## src/rtl/ioctl_upload_reader.sv

```systemverilog
// ioctl_upload_reader: services hps_io upload reads by fetching bytes from
// system RAM through a shared, arbitrated read port.
module ioctl_upload_reader #(
    parameter int unsigned AW     = 16,
    parameter int unsigned RD_LAT = 1,
    parameter logic [7:0]  FILL   = 8'hFF
) (
    input  logic          clk_sys,
    input  logic          reset,
    input  logic          ioctl_upload,
    input  logic          ioctl_rd,
    input  logic [24:0]   ioctl_addr,
    output logic [7:0]    ioctl_din,
    output logic          ioctl_wait,
    output logic          mem_req,
    output logic [AW-1:0] mem_addr,
    input  logic          mem_gnt,
    input  logic [7:0]    mem_q,
    output logic          upload_active,
    output logic [24:0]   byte_count,
    output logic          upload_done
);

    localparam int unsigned CW = 2;
    localparam logic [24:0] WIN_END = 25'(1) << AW;

    typedef enum logic [1:0] {IDLE, REQ, LAT, DONE} state_t;

    state_t        state;
    logic [CW-1:0] lat_cnt;
    logic          in_range;

    // Address falls inside the RAM window
    assign in_range = (ioctl_addr < WIN_END);

    // Fetch FSM, session tracking and byte counter
    always_ff @(posedge clk_sys) begin
        if (reset) begin
            state         <= IDLE;
            lat_cnt       <= '0;
            ioctl_din     <= '0;
            ioctl_wait    <= 1'b0;
            mem_req       <= 1'b0;
            mem_addr      <= '0;
            upload_active <= 1'b0;
            byte_count    <= '0;
            upload_done   <= 1'b0;
        end else begin
            upload_active <= ioctl_upload;
            upload_done   <= upload_active & ~ioctl_upload;
            if (!ioctl_upload) begin
                // session ended: abandon any fetch, keep last returned byte
                state      <= IDLE;
                mem_req    <= 1'b0;
                ioctl_wait <= 1'b0;
            end else begin
                if (!upload_active) begin
                    byte_count <= '0;
                end
                case (state)
                    IDLE: begin
                        if (ioctl_rd) begin
                            ioctl_wait <= 1'b1;
                            if (in_range) begin
                                mem_addr <= ioctl_addr[AW-1:0];
                                mem_req  <= 1'b1;
                                state    <= REQ;
                            end else begin
                                ioctl_din <= FILL;
                                state     <= DONE;
                            end
                        end
                    end
                    REQ: begin
                        if (mem_gnt) begin
                            mem_req <= 1'b0;
                            lat_cnt <= CW'(RD_LAT);
                            state   <= LAT;
                        end
                    end
                    LAT: begin
                        lat_cnt <= lat_cnt - CW'(1);
                        if (lat_cnt == CW'(1)) begin
                            ioctl_din <= mem_q;
                            state     <= DONE;
                        end
                    end
                    DONE: begin
                        ioctl_wait <= 1'b0;
                        byte_count <= byte_count + 25'd1;
                        state      <= IDLE;
                    end
                    default: state <= IDLE;
                endcase
            end
        end
    end

endmodule
```

## config.mk

```make
export PLATFORM = sky130hd
export DESIGN_NAME = ioctl_upload_reader
export DESIGN_NICKNAME = d
export VERILOG_FILES = /design/src/rtl/ioctl_upload_reader.sv
export SDC_FILE = /design/constraint.sdc
export NUM_CORES = 1
export LEC_CHECK = 0
export CORE_MARGIN = 2
export CORE_UTILIZATION = 45
export DETAILED_ROUTE_END_ITERATION = 12
export GPL_TIMING_DRIVEN = 0
export PLACE_DENSITY = 0.86
export SLEW_MARGIN = 25
export SYNTH_ARGS = -nofsm -noshare
export SYNTH_HDL_FRONTEND = slang
export SYNTH_SLANG_ARGS = --single-unit
export TNS_END_PERCENT = 20
```

## constraint.sdc

```tcl
create_clock -name clk_sys -period 2.61 [get_ports clk_sys]
set_input_delay 0.6525 -clock clk_sys [delete_from_list [all_inputs] [get_ports clk_sys]]
set_output_delay 0.6525 -clock clk_sys [all_outputs]
set_load 0.05 [all_outputs]
```

==> results of run 1 <==
power groups by stage:
stage / sequential, mW / combinational (mW) / clock (mW)
after floorplan: 0.993 / 0.0970 / 0
after global placement: 0.928 / 0.272 / 0
after detailed placement: 0.929 / 0.276 / 0
after CTS: 0.909 / 0.278 / 1.02
after global routing: 0.912 / 0.299 / 1.06
final: 0.909 / 0.277 / 1.01
worst max-delay path by stage:
stage	startpoint	end	slack [ns]	depth (start not counted)
after CTS	ioctl_addr[24]	mem_addr[4]	0.06	6
after detailed placement	ioctl_addr[24]	mem_addr[3]	-0.30	6
after floorplan	ioctl_addr[24]	mem_addr[0]	0.30	5
after global placement	ioctl_addr[24]	mem_addr[1]	-0.24	6
after global routing	ioctl_addr[24]	mem_addr[1]	0.01	6
final	ioctl_addr[24]	mem_addr[4]	0.1	6
critical path, stage by stage:
cell                              delay (ns)
sky130_fd_sc_hd__clkdlybuf4s50_1        0.40
sky130_fd_sc_hd__or4_4                  0.56
sky130_fd_sc_hd__nor4_4                 0.60
sky130_fd_sc_hd__buf_8                  0.24
sky130_fd_sc_hd__mux2i_1                0.21
sky130_fd_sc_hd__nor2_1                 0.06
flip-flops by register name, indices dropped and copies added (netlist names):
name	count
upload_done	1
mem_req	1
state	2
lat_cnt	2
upload_active	1
ioctl_din	8
mem_addr	16
byte_count	25
ioctl_wait	1
synthesized netlist by cell type (6+ instances only):
| library cell | count |
|---|---|
| sky130_fd_sc_hd__a21oi_1 | 18 |
| sky130_fd_sc_hd__o31ai_1 | 10 |
| sky130_fd_sc_hd__mux2i_1 | 19 |
| sky130_fd_sc_hd__nand4_1 | 10 |
| sky130_fd_sc_hd__inv_1 | 25 |
| sky130_fd_sc_hd__nand3_1 | 10 |
| sky130_fd_sc_hd__or3_1 | 6 |
| sky130_fd_sc_hd__clkbuf_1 | 11 |
| sky130_fd_sc_hd__dfxtp_1 | 57 |
| sky130_fd_sc_hd__or4_1 | 11 |
| sky130_fd_sc_hd__nand2_1 | 14 |
| sky130_fd_sc_hd__a221oi_1 | 9 |
| sky130_fd_sc_hd__ha_1 | 6 |
| sky130_fd_sc_hd__o21ai_0 | 6 |
| sky130_fd_sc_hd__nor2_1 | 34 |
metal layers:
metal | global-route usage (%) | vias to the layer above | share of wire, %
met3 | 6.674 | 9 | 6.8
met4 | 8.793 | 0 | 1.6
met1 | 23.83 | 1155 | 40
met2 | 36.30 | 85 | 51
li1 | - | 1237 | -
met5 | 0 | - | 0
cell type report:
cell class	instances	area (um2)
Timing Repair Buffer	88	880.8
Clock inverter	6	105.1
Tap cell	72	90.09
Multi-Input combinational cell	193	1266
Buffer	15	71.32
Clock buffer	10	137.6
Sequential cell	57	1141
Fill cell	454	1720
Inverter	25	93.84
cells by family (layout without fill, tap and decap cells):
kind of cell    count (synthesis)  count (layout)
flops                          57              57
compound gates                 49              49
xor+xnor                        5               5
buf+inv                        40             144
fa+ha+maj                       6               6
simple gates                  113             113
mux                            20              20
stage by stage:
step                worst slack (ns)  area [um2]  hold slack [ns]
floorplan                     0.3001        2572           0.4761
global placement             -0.2360        3543           0.4572
detailed placement           -0.2996        3543           0.4605
CTS                          0.05620        3786           0.4696
global route                 0.01076        3786           0.4889
finish                       0.09906        3786           0.4674
==> qor.yml, run 1 <==
status:
  outcome: "finished clean"
logic_synthesis:
  yosys_register_bits: 57
  synth_compound_area_share_pct: 12.50
  mux_share_of_post_synthesis_cell_area_pct: 7.831
  synth-seq-area-share_pct: 44.36
  synthXorXnorAreaFrac_pct: 1.702
  synth_top_cell_by_area: "sky130_fd_sc_hd__dfxtp_1"
  synth_simple_gate_area_share_pct: 24.27
  synth.yosys.warnings: 0
  syn-mean-instance-area_um2: 8.871
  post_synth_inst_count: 290
  synthAdderAreaFrac_pct: 2.918
  synth_top_family_by_area: "simple AND/OR/NAND/NOR gates"
  leading_post_synthesis_cells_by_cell_area: "sky130_fd_sc_hd__dfxtp_1, sky130_fd_sc_hd__mux2i_1, sky130_fd_sc_hd__nor2_1"
  synth-edff-count: 0
  mappedNetlistNets: 334
  synth_area_um2: 2572
  synth_top_area_share_pct: 44.36
  synth_top_flop_cell: "sky130_fd_sc_hd__dfxtp_1"
  synth-async-reset-ratio_pct: 0
  count_of_unique_library_cells_instantiated_by_yosys: 36
pwr:
  power_report.internal_total_mw: 1.670
  p_switching_mw: 0.5226
  peakVddDrop_mv: 0.3833
  power_per_cell_area_nw_per_um2: 579.2
  post-layout-total-power_mw: 2.193
  power.static_leakage_nw: 1.339
  sequential_fraction_of_design_power_pct: 41.5
  clockPowerShare_pct: 45.9
  switching_share_pct: 23.83
  share_comb_of_total_power_pct: 12.6
worst_setup_path:
  crit_required_ns: 2.82
  reg2reg_setup_slack_ns: 0.37
  rr_startpoint: "state[0]"
  setup.worst_path.class: "primary input to register"
  cp-start-kind: "primary input"
  cp.arrival_ns: 2.72
  critical_path.endpoint_type: "register"
  endpoint_of_the_most_critical_register_to_register_path: "ioctl_din[2]"
  rr_worst_depth: 7
  biggest_fanout_along_the_worst_timing_path: 10
worst_hold_path:
  worst_hold_startpoint: "ioctl_din[5]"
  hp-class: "register to register"
  min_delay_worst_endpoint: "ioctl_din[5]"
  hold-path-cell-count: 2
die:
  num_rows: 27
  floorplan.die_area_um2: 6338
  starting_density_of_the_core_pct: 46.72
  pin_count: 91
  floorplan.die.width_um: 79.61
  coreArea_um2: 5507
  die_h_um: 79.61
finish:
  proportion_of_layout_cells_with_a_drive_suffix_above_1_pct: 6.853
  layout.cells.most_common: "sky130_fd_sc_hd__clkdlybuf4s50_1"
  num-nets-final: 433
  utilization_pct: 68.76
  syn2layout_area_growth_pct: 47.18
  num_antenna_cells: 0
  leading_cell_types_in_the_layout_fill_and_taps_excluded: "sky130_fd_sc_hd__clkdlybuf4s50_1, sky130_fd_sc_hd__dfxtp_1, sky130_fd_sc_hd__nor2_1, sky130_fd_sc_hd__inv_1, sky130_fd_sc_hd__mux2i_1"
  layoutNonFillerInstCount: 466
grt:
  grt_first_pass_wirelength_mm: 10.41
  number_of_antenna_violations_at_the_first_check_in_global_routing: 0
  via_count_of_the_first_global_routing_pass: 2300
  globalRouteTotalUtil_pct: 21.04
  grt_overflow: 0
  pin_count_of_the_biggest_net_entering_global_routing: 11
sta:
  grt_setup_unrepaired: "no"
  slew_headroom_pct: 37.40
  worst_margin_pin_slew_ns: 0.9318
  timing.fmax_mhz: 398.3
  skew_ns: 0.009119
  finalHoldViolCount: 0
  timing.final.crit_share_pct: 96.20
  final_period_minus_worst_setup_slack_ns: 2.511
  timing.final.setup_violations: 0
  drv_slew: 0
  tns_ns: 0
placed_design:
  dpl.hpwl_mm: 4.686
  numPlacedInstances: 450
  port_buffers: 88
  routabilityCongestion: 0.8071
route:
  detail_route.iter0.violations: 146
  route.vias.total: 2486
  via_per_inst: 5.335
  routed_wire_length_per_instance_um: 13.52
  drt-total-wl_mm: 6.301
  antenna_viol_nets_final: 0
  drt-pass1-iter-count: 4
  remaining_drc_errors: 0
clocking:
  cts_tree: "yes"
  clkLatencyLatePin_ns: 0.34
  clock_tree.root_cell: "sky130_fd_sc_hd__clkbuf_8"
  cts_post_setup_buffers_inserted: 0
  cts_hold_buffers: 0
  cts.repair.resized: 0
  htreeDepth: 3
  clock-sinks: 57
  cts-root-to-sink-buffers: 2
  cts_inserted_buffers: 9
  clk_transition_reported_paths_ns: 0.07
job:
  number_of_maximum_capacitance_violations: 0
Power figures use the tool's default switching activity.
==> run 2, diff against run 1 <==
REMOVE_ABC_BUFFERS = 1   (was unset)
==> run 2 against run 1 <==
- flip-flop and latch count is the same
- die area stayed put
- core utilization fell by 1.5 points
- combinational power about the same
- worst setup slack better by 0.0083 ns
- register-to-register slack better by 0.02 ns
- largest cell class unchanged
==> qor.yml, run 2 (synthesis gave the netlist of run 1 again) <==
finish:
  largestRegisters: "byte_count (25), mem_addr (16), ioctl_din (8)"
  registers.top_by_ff_count: "byte_count"
  design_area_um2: 3702
  num-nets-final: 423
  leading_cell_types_in_the_layout_fill_and_taps_excluded: "sky130_fd_sc_hd__clkdlybuf4s50_1, sky130_fd_sc_hd__dfxtp_1, sky130_fd_sc_hd__nor2_1, sky130_fd_sc_hd__inv_1, sky130_fd_sc_hd__mux2i_1"
  layoutNonFillerInstCount: 456
  num_antenna_cells: 0
  layout.cells.most_common: "sky130_fd_sc_hd__clkdlybuf4s50_1"
  proportion_of_layout_cells_with_a_drive_suffix_above_1_pct: 7.292
  utilization_pct: 67.23
  largest_register_ff_count: 25
  syn2layout_area_growth_pct: 43.92
clocking:
  clock-sinks: 57
  htreeDepth: 3
  cts_inserted_buffers: 9
  clock_tree.root_cell: "sky130_fd_sc_hd__clkbuf_8"
  cts_tree: "yes"
  cts-root-to-sink-buffers: 2
  clk_transition_reported_paths_ns: 0.07
  clkLatencyLatePin_ns: 0.34
die:
  pin_count: 91
  coreArea_um2: 5507
  num_rows: 27
  floorplan.die.width_um: 79.61
  floorplan.die_area_um2: 6338
  starting_density_of_the_core_pct: 46.72
  die_h_um: 79.61
sta:
  worst_margin_pin_slew_ns: 0.6459
  final_period_minus_worst_setup_slack_ns: 2.503
  timing.final.setup_violations: 0
  timing.final.crit_share_pct: 95.89
  timing.fmax_mhz: 399.6
  drv_slew: 0
  grt_setup_unrepaired: "yes"
  finalHoldViolCount: 0
  skew_ns: 0.006347
  slew_headroom_pct: 56.81
worst_setup_path:
  timing.critical_path.from: "ioctl_upload"
  rr_startpoint: "state[0]"
  crit_required_ns: 2.81
  cp-start-kind: "primary input"
  critical_path.endpoint_type: "register"
  setup.worst_path.class: "primary input to register"
  reg2reg_setup_slack_ns: 0.39
  biggest_fanout_along_the_worst_timing_path: 19
  cp.arrival_ns: 2.70
route:
  via_per_inst: 5.458
  drt-total-wl_mm: 6.622
  detail_route.iter0.violations: 119
  antenna_viol_nets_final: 0
  route.vias.total: 2489
  remaining_drc_errors: 0
  drt-pass1-iter-count: 6
  routed_wire_length_per_instance_um: 14.52
pwr:
  power.static_leakage_nw: 1.306
  post-layout-total-power_mw: 1.923
  peakVddDrop_mv: 0.3612
  power_per_cell_area_nw_per_um2: 519.5
placed_design:
  port_buffers: 90
  dpl.hpwl_mm: 4.708
  dpl-instance-area_um2: 3498
  numPlacedInstances: 438
  routabilityCongestion: 0.7906
job:
  number_of_maximum_capacitance_violations: 0
worst_hold_path:
  hp-class: "register to register"
  worst_hold_startpoint: "ioctl_din[4]"
grt:
  via_count_of_the_first_global_routing_pass: 2331
  globalRouteTotalUtil_pct: 22.18
  grt_first_pass_wirelength_mm: 10.82
  number_of_antenna_violations_at_the_first_check_in_global_routing: 0
  pin_count_of_the_biggest_net_entering_global_routing: 36
  grt_overflow: 0
status:
  outcome: "finished clean"
[run 2: critical path, stage by stage]
cell                              delay (ns)
sky130_fd_sc_hd__clkdlybuf4s50_1        0.88
sky130_fd_sc_hd__nand3_1                0.24
sky130_fd_sc_hd__nor4_4                 0.29
sky130_fd_sc_hd__buf_4                  0.18
sky130_fd_sc_hd__buf_6                  0.17
sky130_fd_sc_hd__mux2i_1                0.23
sky130_fd_sc_hd__nor2_1                 0.06
[run 2: worst paths after layout]
check,endpoint,cells past startpoint
hold / removal,ioctl_din[4],2
hold reg to reg,ioctl_din[4],2
setup reg to reg,ioctl_din[1],6
setup / recovery,mem_addr[0],7
[run 2: per-layer routing]
metal,track usage (%),routed length [um]
met3,7.805,497
met4,10.86,133
met2,35.88,3296
met5,0,0
met1,25.99,2695
[run 2: power by group]
part / switching [mW] / total (mW) / internal [mW]
Clock: 0.342 / 0.734 / 0.392
Sequential: 0.0153 / 0.910 / 0.895
Combinational: 0.160 / 0.279 / 0.119
Total: 0.518 / 1.92 / 1.41
[run 2: what timing repair did]
item                                    CTS  global route
endpoints found under the setup margin    9            16
gates resized for setup                   0             3
buffers inserted                          2             0
pin swaps                                 1             0
hold buffers                              0             0
[run 2: area by class of cell]
class	count	area [um2]
Multi-Input combinational cell	193	1281
Fill cell	474	1804
Tap cell	72	90.09
Timing Repair Buffer	93	922.1
Inverter	25	93.84
Clock buffer	13	158.9
Sequential cell	57	1141
Clock inverter	3	15.01
[run 2: per-stage QoR]
stage / worst slack [ns] / TNS [ns] / hold WS [ns]
5_1_grt: -0.003177 / -0.003177 / 0.4943
2_1_floorplan: 0.08623 / 0 / 0.4761
4_1_cts: 0.08752 / 0 / 0.4691
6_report: 0.1074 / 0 / 0.4671
3_5_place_dp: -0.4717 / -9.502 / 0.4592
3_3_place_gp: -0.7084 / -15.17 / 0.4516
==> run 3, diff against run 2 <==
HOLD_SLACK_MARGIN = 0.1   (was unset)
==> results of run 3 <==
No change in the layout: final DEF, timing and power equal those of run 2.
